`src/rtl/frame_buffer_scheduler.sv`:
```
// Frame buffer scheduler: owns the single-port frame buffer SRAM and walks each frame
// through clear, rasterizer draw and transfer readout, muxing the SRAM port per phase.
module frame_buffer_scheduler #(
    parameter int WIDTH   = 320,
    parameter int HEIGHT  = 240,
    parameter int ADDR_W  = 17,
    parameter int COLOR_W = 24
) (
    input  logic               i_clk,
    input  logic               i_n_rst,
    input  logic               i_frame_start,
    input  logic [COLOR_W-1:0] i_clear_color,
    input  logic               i_rast_req,
    input  logic [ADDR_W-1:0]  i_rast_addr,
    input  logic [COLOR_W-1:0] i_rast_color,
    output logic               o_rast_gnt,
    input  logic               i_draw_done,
    output logic               o_xfer_start,
    input  logic [ADDR_W-1:0]  i_xfer_addr,
    input  logic               i_xfer_done,
    output logic [ADDR_W-1:0]  o_fb_addr,
    output logic [COLOR_W-1:0] o_fb_wdata,
    output logic               o_fb_we,
    output logic               o_fb_re,
    output logic               o_busy,
    output logic [1:0]         o_phase,
    output logic               o_frame_done,
    output logic [15:0]        o_frame_count,
    output logic               o_oob_err
);

    localparam int                PIXELS    = WIDTH * HEIGHT;
    localparam logic [ADDR_W-1:0] LAST_PIX  = ADDR_W'(PIXELS - 1);
    localparam logic [ADDR_W:0]   PIX_LIMIT = (ADDR_W + 1)'(PIXELS);

    typedef enum logic [2:0] {
        IDLE,
        CLEAR,
        DRAW,
        XSTART,
        XFER,
        DONE
    } state_t;

    state_t             r_state;
    state_t             w_next_state;
    logic [ADDR_W-1:0]  r_clr_cnt;
    logic [COLOR_W-1:0] r_color;
    logic [15:0]        r_frame_count;
    logic               r_oob_err;
    logic               w_in_range;

    // Extra top bit so a frame filling the whole address space still compares correctly.
    assign w_in_range = ({1'b0, i_rast_addr} < PIX_LIMIT);

    always_ff @(posedge i_clk) begin
        if (i_n_rst) begin
            r_state <= IDLE;
        end else begin
            r_state <= w_next_state;
        end
    end

    always_comb begin
        w_next_state = r_state;
        case (r_state)
            IDLE:    if (i_frame_start) w_next_state = CLEAR;
            CLEAR:   if (r_clr_cnt == LAST_PIX) w_next_state = DRAW;
            DRAW:    if (i_draw_done) w_next_state = XSTART;
            XSTART:  w_next_state = XFER;
            XFER:    if (i_xfer_done) w_next_state = DONE;
            DONE:    w_next_state = IDLE;
            default: w_next_state = IDLE;
        endcase
    end

    // SRAM port and handshakes are forced quiet while reset is asserted, whatever the state.
    always_comb begin
        o_fb_addr    = '0;
        o_fb_wdata   = '0;
        o_fb_we      = 1'b0;
        o_fb_re      = 1'b0;
        o_rast_gnt   = 1'b0;
        o_xfer_start = 1'b0;
        o_frame_done = 1'b0;
        if (!i_n_rst) begin
            case (r_state)
                CLEAR: begin
                    o_fb_we    = 1'b1;
                    o_fb_addr  = r_clr_cnt;
                    o_fb_wdata = r_color;
                end
                DRAW: begin
                    o_rast_gnt = i_rast_req;
                    o_fb_addr  = i_rast_addr;
                    o_fb_wdata = i_rast_color;
                    o_fb_we    = i_rast_req && w_in_range;
                end
                XSTART:  o_xfer_start = 1'b1;
                XFER: begin
                    o_fb_re   = 1'b1;
                    o_fb_addr = i_xfer_addr;
                end
                DONE:    o_frame_done = 1'b1;
                default: ;
            endcase
        end
    end

    always_comb begin
        case (r_state)
            CLEAR:         o_phase = 2'd1;
            DRAW:          o_phase = 2'd2;
            XSTART, XFER:  o_phase = 2'd3;
            default:       o_phase = 2'd0;
        endcase
    end

    always_ff @(posedge i_clk) begin
        if (i_n_rst) begin
            r_clr_cnt     <= '0;
            r_color       <= '0;
            r_frame_count <= '0;
            r_oob_err     <= 1'b0;
        end else begin
            case (r_state)
                IDLE: begin
                    if (i_frame_start) begin
                        r_clr_cnt <= '0;
                        r_color   <= i_clear_color;
                    end
                end
                CLEAR:   r_clr_cnt <= r_clr_cnt + 1'b1;
                DRAW:    if (i_rast_req && !w_in_range) r_oob_err <= 1'b1;
                DONE:    r_frame_count <= r_frame_count + 16'd1;
                default: ;
            endcase
        end
    end

    assign o_busy        = (r_state != IDLE);
    assign o_frame_count = r_frame_count;
    assign o_oob_err     = r_oob_err;

endmodule

```
`config.mk`:
```
export PLATFORM = sky130hd
export DESIGN_NAME = frame_buffer_scheduler
export DESIGN_NICKNAME = d
export VERILOG_FILES = /design/src/rtl/frame_buffer_scheduler.sv
export SDC_FILE = /design/constraint.sdc
export NUM_CORES = 1
export LEC_CHECK = 0
export ABC_AREA = 0
export BUFFER_PORTS_ARGS = -buffer_cell sky130_fd_sc_hd__clkbuf_2
export CAP_MARGIN = 10
export CORE_UTILIZATION = 35
export CTS_BUF_LIST = sky130_fd_sc_hd__clkbuf_8 sky130_fd_sc_hd__clkbuf_16
export CTS_CLUSTER_DIAMETER = 80
export CTS_CLUSTER_SIZE = 10
export DETAILED_ROUTE_END_ITERATION = 10
export PLACE_DENSITY = 0.65
export SLEW_MARGIN = 10
export SYNTH_ARGS = -nofsm -noshare
export SYNTH_HDL_FRONTEND = slang
export SYNTH_SLANG_ARGS = --single-unit
```
`constraint.sdc`:
```
create_clock -name i_clk -period 2.09 [get_ports i_clk]
set_input_delay 0.1045 -clock i_clk [delete_from_list [all_inputs] [get_ports i_clk]]
set_output_delay 0.1045 -clock i_clk [all_outputs]
set_load 0.02 [all_outputs]
```
### After elaboration in Yosys (flattened, before gate mapping)

Cells that the tools add are included.
W data, S select, Z words.

* input port bits: 88
* register bits: 61
* output and inout bits: 66

* order comparisons: 1
* mux-type cells: 22
* reduce and logical (&&, ||, !) cells: 11
* equality and inequality tests: 10
* $add $sub $neg: 2

Operators with widths (number)
* $pmux W17 S3: 1
* $pmux W24 S2: 1
* $mux W17: 2
* $pmux W17 S2: 1
* $mux W24: 1
* $add A17 B1 Y17 const B: 1
* $eq A17 B17 Y1 const B: 1
* $lt A17 B17 Y1 const B: 1
* $add A16 B1 Y16 const B: 1
* $pmux W3 S5: 1
* $mux W3: 4
* $mux W1: 9
* $ne A2 B2 Y1 const B: 4
* $eq A3 B2 Y1 const B: 2
* $eq A3 B3 Y1 const B: 2
* $pmux W2 S3: 1
* $reduce_and A2 Y1: 3
* $reduce_and A4 Y1: 1
* $eq A3 B1 Y1 const B: 1
* $logic_not A3 Y1: 1
* $reduce_bool A3 Y1: 1
* $logic_and A1 B1 Y1: 2
* $pmux W1 S2: 1
* $reduce_bool A2 Y1: 1
* 2 further kinds: 2

### Depth between registers and ports, before layout

Gate-level depths: netlist of run 1.

* depth in word-level cells: 4
* depth in mapped cells: 8
* depth with buffers taken out: 5

### Least setup slack after synthesis of run 1

No wires, ideal clock.

* path type: register to register
* start point: register r_frame_count[5], in the netlist o_frame_count[5]
* end point: register r_frame_count[15], in the netlist o_frame_count[15]
* arrival: 1744 ps
* required time: 2020 ps
* buffers on the path: 0
* setup time: 70 ps
* slack: 276 ps
* cell stages (with the launch flop): 5
* cells stage by stage: dfxtp_1 -> and4_1 -> nand4_1 -> or4b_2 -> a21oi_1

* longest elaborated chain between the ends: 1

RTL lines
* start, declared: RTL line 49 `logic [15:0] r_frame_count;`
* start signal, assigned: RTL line 135 `DONE: r_frame_count <= r_frame_count + 16'd1;`
* $add A16 B1 Y16: RTL line 135

Every way passes these cells.
A chain may end at the register's enable or synchronous reset.

### Worst setup path in the final report of run 1

* start point: register r_state[0]
* end point: output port o_fb_wdata[3]

* longest elaborated chain between the ends: 3
* elaborated cells between the ends (all ways): 4
* those cells by class: eq/ne (2); mux (2)

RTL lines
* start, declared: RTL line 45 `state_t r_state;`
* start signal, assigned: RTL line 60 `r_state <= w_next_state;`
* $eq A3 B2 Y1 or $eq A3 B1 Y1 (tied branches): RTL line 87 `case (r_state)`
* $pmux W24 S2 (*): RTL line 87
* $mux W24 (*): RTL line 86 `if (!i_n_rst) begin`
* end, declared: RTL line 22 `output logic [COLOR_W-1:0] o_fb_wdata,`

Mark *: on every way between the ends. The rest lies on a longest branch, timed or not.

==> results of run 1 <==
critical path, cell delays in order (launching register included):
cell      delay [ns]
dfxtp_4         0.40
or3b_4          0.46
nor2_2          0.15
buf_12          0.19
a22o_1          0.17
clkbuf_2        0.17
logic make-up after synthesis:
logic type,count (synthesis),synth area share (%)
AND/OR/NAND/NOR,181,26.7
AO/OA/AOI/OAI,122,25.4
flip-flops,61,36.2
buffers and inverters,45,5.60
XOR/XNOR,13,3.37
multiplexers,6,1.93
adder cells (fa/ha/maj),2,0.741
cells in the final DEF (no fill, tap or decap), types with 3 or more instances in the layout:
master and count:
nand3_1 15, clkbuf_2 153, nand3b_1 3, dfxtp_1 58, a22o_1 24, or3_1 7, and4_1 3, nand4_1 8
nor2b_1 3, mux2_2 4, a31oi_1 3, xnor2_1 5, or4b_2 3, a22oi_1 18, buf_4 20, a21oi_1 37
a2bb2oi_1 17, nand2_1 64, o31ai_1 3, nor2_1 42, and3_1 3, or4_1 3, dlygate4sd3_1 24, nor4_1 7
nor3_1 4, o21ai_0 8, clkbuf_8 11, xor2_1 8, inv_1 8
final cells by class:
cell class / count / share of cell area (%)
clock inverters: 5 / 1.53
multi-input cells: 324 / 41.3
clock buffers: 11 / 3.14
repair buffers: 199 / 24.6
flip-flops and latches: 61 / 25.5
well taps: 129 / 3.35
inverters: 7 / 0.545
state kept, by name (all words and copies together), names as in the netlist:
name and cells:
o_frame_count 16, o_oob_err 1, r_clr_cnt 17, r_color 24
r_state 3
power by group:
part	internal (mW)	switching, mW
Combinational	0.183	0.221
Sequential	1.20	0.0263
Clock	0.729	0.471
layer usage:
metal | vias up | wire length, um
li1 | 1916 | -
met1 | 1761 | 4790
met2 | 116 | 4830
met3 | 10 | 524
met4 | 0 | 130
met5 | - | 0
worst paths after layout:
kind | endpoint | slack (ns) | from | cells past startpoint
worst max register to register | o_frame_count[14]$_SDFFE_PP0N_ | 0.26 | o_frame_count[0]$_SDFFE_PP0N_ | 5
worst min-delay path | o_oob_err$_SDFFE_PP0P_ | 0.06 | i_rast_req | 3
worst min register to register | r_color[3]$_SDFFE_PP0P_ | 0.46 | r_color[3]$_SDFFE_PP0P_ | 2
worst max-delay path | o_fb_wdata[3] | 0.11 | r_state[0]$_SDFFE_PP0P_ | 5
what timing repair did:
item | in CTS | in global routing
setup endpoints to repair | 43 | 43
endpoints found under the hold margin | 24 | 0
hold buffers | 24 | 0
gates resized for setup | 6 | 6
stage by stage:
stage	power, mW	cells	area [sq um]
floorplan	1.45	430	3370
global placement	1.60	696	4320
detailed placement	1.61	696	4320
CTS	2.85	736	4800
global route	2.95	736	4820
finish	2.83	736	4820
==> flow_metrics.tcl, run 1 <==
set metrics [dict create \
    p_leak_nw 2.09 \
    grt_pass1_vias 3357 \
    grt_max_degree 42 \
    die-area_sq_um 10000 \
    drt_iter0_markers 164 \
    routed_wl_mm 10.3 \
    num_io_pins 154 \
    timing.final.ws_setup_ns 0.106 \
    ys.warnings.count 0 \
    status "finished clean" \
    rsz0062_at_grt "false" \
    synth_top_area_share_pct 36.2 \
    grt_pass1_wl_mm 15.9 \
    detail-route-antenna-nets 0 \
    core-area_sq_um 9280 \
    slew_headroom_pct 69.3 \
    cts_buffers 9 \
    track_usage_pct 19.8 \
    peakVddDrop_v 0.000244 \
    synthTopCellsByArea "dfxtp_1 (36%), nand2_1 (7.1%), a22o_1 (6.2%)" \
    layout_worst_path_cycle_share_pct 94.9 \
    synthArstFlopShare_pct 0 \
    hold_viol_final 0 \
    cp-end-kind "output port" \
    ys_seq_area_share_pct 36.2 \
    grt_busiest_layer "met2" \
    critPathMaxFanout 26 \
    grtUsageMet3_pct 3.13 \
    clk_latency_ns 0.34 \
    slew_viol_final 0 \
    dpl.hpwl_mm 7.35 \
    syn-instance-count 430 \
    worst_pin_slew_ns 0.456 \
    clkTransAtPathRegs_ns 0.06 \
    tritoncts "yes" \
    antenna_found_initial 0 \
    multiInputGateArea_sq_um 1990 \
    clock-skew-final_ns 0.0115 \
    path_class "reg -> out" \
    via_per_inst 5.17 \
    start_kind "register" \
    postCtsSetupRepairBufs 0 \
    antennaDiodeCount 0 \
    ys.flop_type "dfxtp_1" \
    synth_commonest_cells "nand2_1 (64), dfxtp_1 (61), nor2_1 (42)" \
    post-synth-top-count-cell "nand2_1" \
    avgRoutedWirePerCell_um 14.0 \
    drive_above_1_share_pct 34.6 \
    synth-seq-cells 61 \
    dp_slack_ns 0.0985 \
    rows 35 \
    clock-sinks 61 \
    die_h_um 100 \
    cap_viol_max_count 0 \
    seq_area_sq_um 1230 \
    netlist_area_sq_um 3370 \
    min_path_type "in -> reg" \
    fillers 924 \
    cts_buffer_depth 2 \
    crit_required_ns 1.99 \
    grt.met2_usage_pct 31.7 \
    fin_crit_ns 1.98 \
    avgSynthCellArea_sq_um 7.85 \
    hold_ws_ns 0.0582 \
    synth_cell_types 52 \
    pwr_density_cell_nw_per_um2 588 \
    place.gp.congestion 0.815 \
    dr_total_vias 3803 \
    met1_usage_pct 26.7 \
    arrival_ns 1.88 \
    port-buffer-count 153 \
    tns_ns 0 \
    setup_viol 0 \
    area_growth_pct 42.8 \
    grt_overflow 0 \
    synth_nets 520 \
    nNetsFinal 692 \
    yosys.area.top_type "dfxtp_1" \
    die_w_um 100 \
    first_pass_iters 4 \
    drc 0 \
    cts_root_buf "clkbuf_8" \
    initial_core_util_pct 36.3 \
    max_freq_ghz 0.504 \
    postLayoutCoreUtil_pct 51.9 \
    h-tree-depth 3 \
    synth-edff-count 0 \
]
No activity file was read; power rests on OpenSTA's default activity.
==> run 2: changes to the inputs <==
--- a/config.mk
+++ b/config.mk
@@ -14,6 +14,7 @@
 export CTS_CLUSTER_SIZE = 10
 export DETAILED_ROUTE_END_ITERATION = 10
 export PLACE_DENSITY = 0.65
+export RECOVER_POWER = 100
 export SLEW_MARGIN = 10
 export SYNTH_ARGS = -nofsm -noshare
 export SYNTH_HDL_FRONTEND = slang
==> run 2 against run 1 <==
Combinational power about the same; fmax increased by 0.13%; hold slack got worse by 0.0081 ns; total power about the same; clock skew about the same; sequential share of layout area increased by 0.26 points; setup slack improved by 0.0025 ns; critical endpoint unchanged.
==> flow_metrics.tcl, run 2 (synthesis results as in run 1) <==
set metrics [dict create \
    grt_pass1_vias 3357 \
    finalNonFillerCells 736 \
    port-buffer-count 153 \
    antennaDiodeCount 0 \
    arrival_ns 1.88 \
    die-area_sq_um 10000 \
    fin_crit_ns 1.98 \
    drt_iter0_markers 147 \
    cap_viol_max_count 0 \
    slew_viol_final 0 \
    start_kind "register" \
    top_register "r_color" \
    num_io_pins 154 \
    dpl.hpwl_mm 7.35 \
    clock-sinks 61 \
    seq_area_sq_um 1230 \
    multiInputGateArea_sq_um 1990 \
    avgRoutedWirePerCell_um 14.1 \
    slew_headroom_pct 68.0 \
    p_leak_nw 1.99 \
    grt_max_degree 42 \
    drive_above_1_share_pct 29.8 \
    layout_commonest_cell "clkbuf_2" \
    clk_latency_ns 0.34 \
    initial_core_util_pct 36.3 \
    cts_buffer_depth 2 \
    peakVddDrop_v 0.000245 \
    core-area_sq_um 9280 \
    tns_ns 0 \
    rows 35 \
    worst_pin_slew_ns 0.480 \
    clkTransAtPathRegs_ns 0.06 \
    rsz0062_at_grt "false" \
    cts_root_buf "clkbuf_8" \
    antenna_found_initial 0 \
    min_path_type "in -> reg" \
    die_h_um 100 \
    pwr_density_cell_nw_per_um2 594 \
    path_class "reg -> out" \
    drc 0 \
    largest_reg_flops 24 \
    nNetsFinal 692 \
    track_usage_pct 19.8 \
    timing.final.ws_setup_ns 0.109 \
    clock-skew-final_ns 0.0113 \
    first_pass_iters 5 \
    dr_total_vias 3817 \
    crit_required_ns 1.99 \
    cts_buffers 9 \
    detail-route-antenna-nets 0 \
    layout_worst_path_cycle_share_pct 94.8 \
    max_freq_ghz 0.505 \
    hold_viol_final 0 \
    cp-end-kind "output port" \
    status "finished clean" \
    h-tree-depth 3 \
    die_w_um 100 \
    grt_pass1_wl_mm 15.9 \
    setup_viol 0 \
    grt_overflow 0 \
    critPathMaxFanout 26 \
    tritoncts "yes" \
    dp_slack_ns 0.0985 \
    place.gp.congestion 0.815 \
    routed_wl_mm 10.4 \
    dp.cells 696 \
    via_per_inst 5.19 \
    area_growth_pct 41.3 \
    fillers 942 \
    mostFrequentLayoutCells "clkbuf_2 (129), nand2_1 (64), dfxtp_1 (58), nor2_1 (42), a21oi_1 (37)" \
]
run 2: cell types whose count changed in the layout (fill, tap and decap cells not counted), sizes merged:
cell,previous run,this run
buf,22,18
clkbuf,164,168
run 2: metal layers:
| metal | vias up | wire (um) | global-route usage [%] |
|---|---|---|---|
| met5 | - | 0 | 0 |
| met4 | 0 | 124 | 7.58 |
| met3 | 11 | 511 | 3.13 |
| met2 | 111 | 4870 | 31.7 |
| met1 | 1778 | 4850 | 26.7 |
| li1 | 1917 | - | - |
run 2: layout make-up:
type / count / share of cell area (%)
clock buffers: 11 / 3.18
clock inverters: 5 / 1.55
inverters: 7 / 0.551
multi-input cells: 324 / 41.6
flip-flops and latches: 61 / 25.7
well taps: 129 / 3.38
repair buffers: 199 / 24.0
run 2: path summary, 6_finish.rpt:
check | startpoint | cells after the start | endpoint | slack [ns]
worst max-delay path | r_state[0]$_SDFFE_PP0P_ | 5 | o_fb_wdata[3] | 0.11
worst min-delay path | i_rast_req | 3 | o_oob_err$_SDFFE_PP0P_ | 0.05
worst max register to register | r_state[2]$_SDFFE_PP0P_ | 4 | r_color[4]$_SDFFE_PP0P_ | 0.18
worst min register to register | r_color[3]$_SDFFE_PP0P_ | 2 | r_color[3]$_SDFFE_PP0P_ | 0.46
run 2: power by group:
group,switching (mW),internal [mW],leakage (nW)
clock network,0.474,0.729,0.121
logic,0.222,0.179,1.38
registers,0.0259,1.20,0.497
total,0.722,2.11,1.99
run 2: worst max-delay path: stages (launching register included):
cell      delay, ns
dfxtp_4        0.40
or3b_4         0.46
nor2_2         0.15
buf_12         0.19
a22o_1         0.17
clkbuf_2       0.17
run 2: metrics by stage:
stage	hold slack [ns]	utilization [%]	total power, mW	cell area (sq um)
after global routing	0.0510	51.4	2.95	4770
final	0.0501	51.4	2.83	4770
after global placement	0.327	46.5	1.60	4320
after CTS	0.0351	51.7	2.85	4800
after detailed placement	0.334	46.5	1.61	4320
after floorplan	0.240	-	1.45	3370
run 2: timing repair:
item,in CTS,in global routing
setup endpoints to repair,43,43
hold buffers,24,0
endpoints found under the hold margin,24,0
setup buffers,0,0
resized for setup,6,6
pin swaps,0,0
gates cloned,0,0
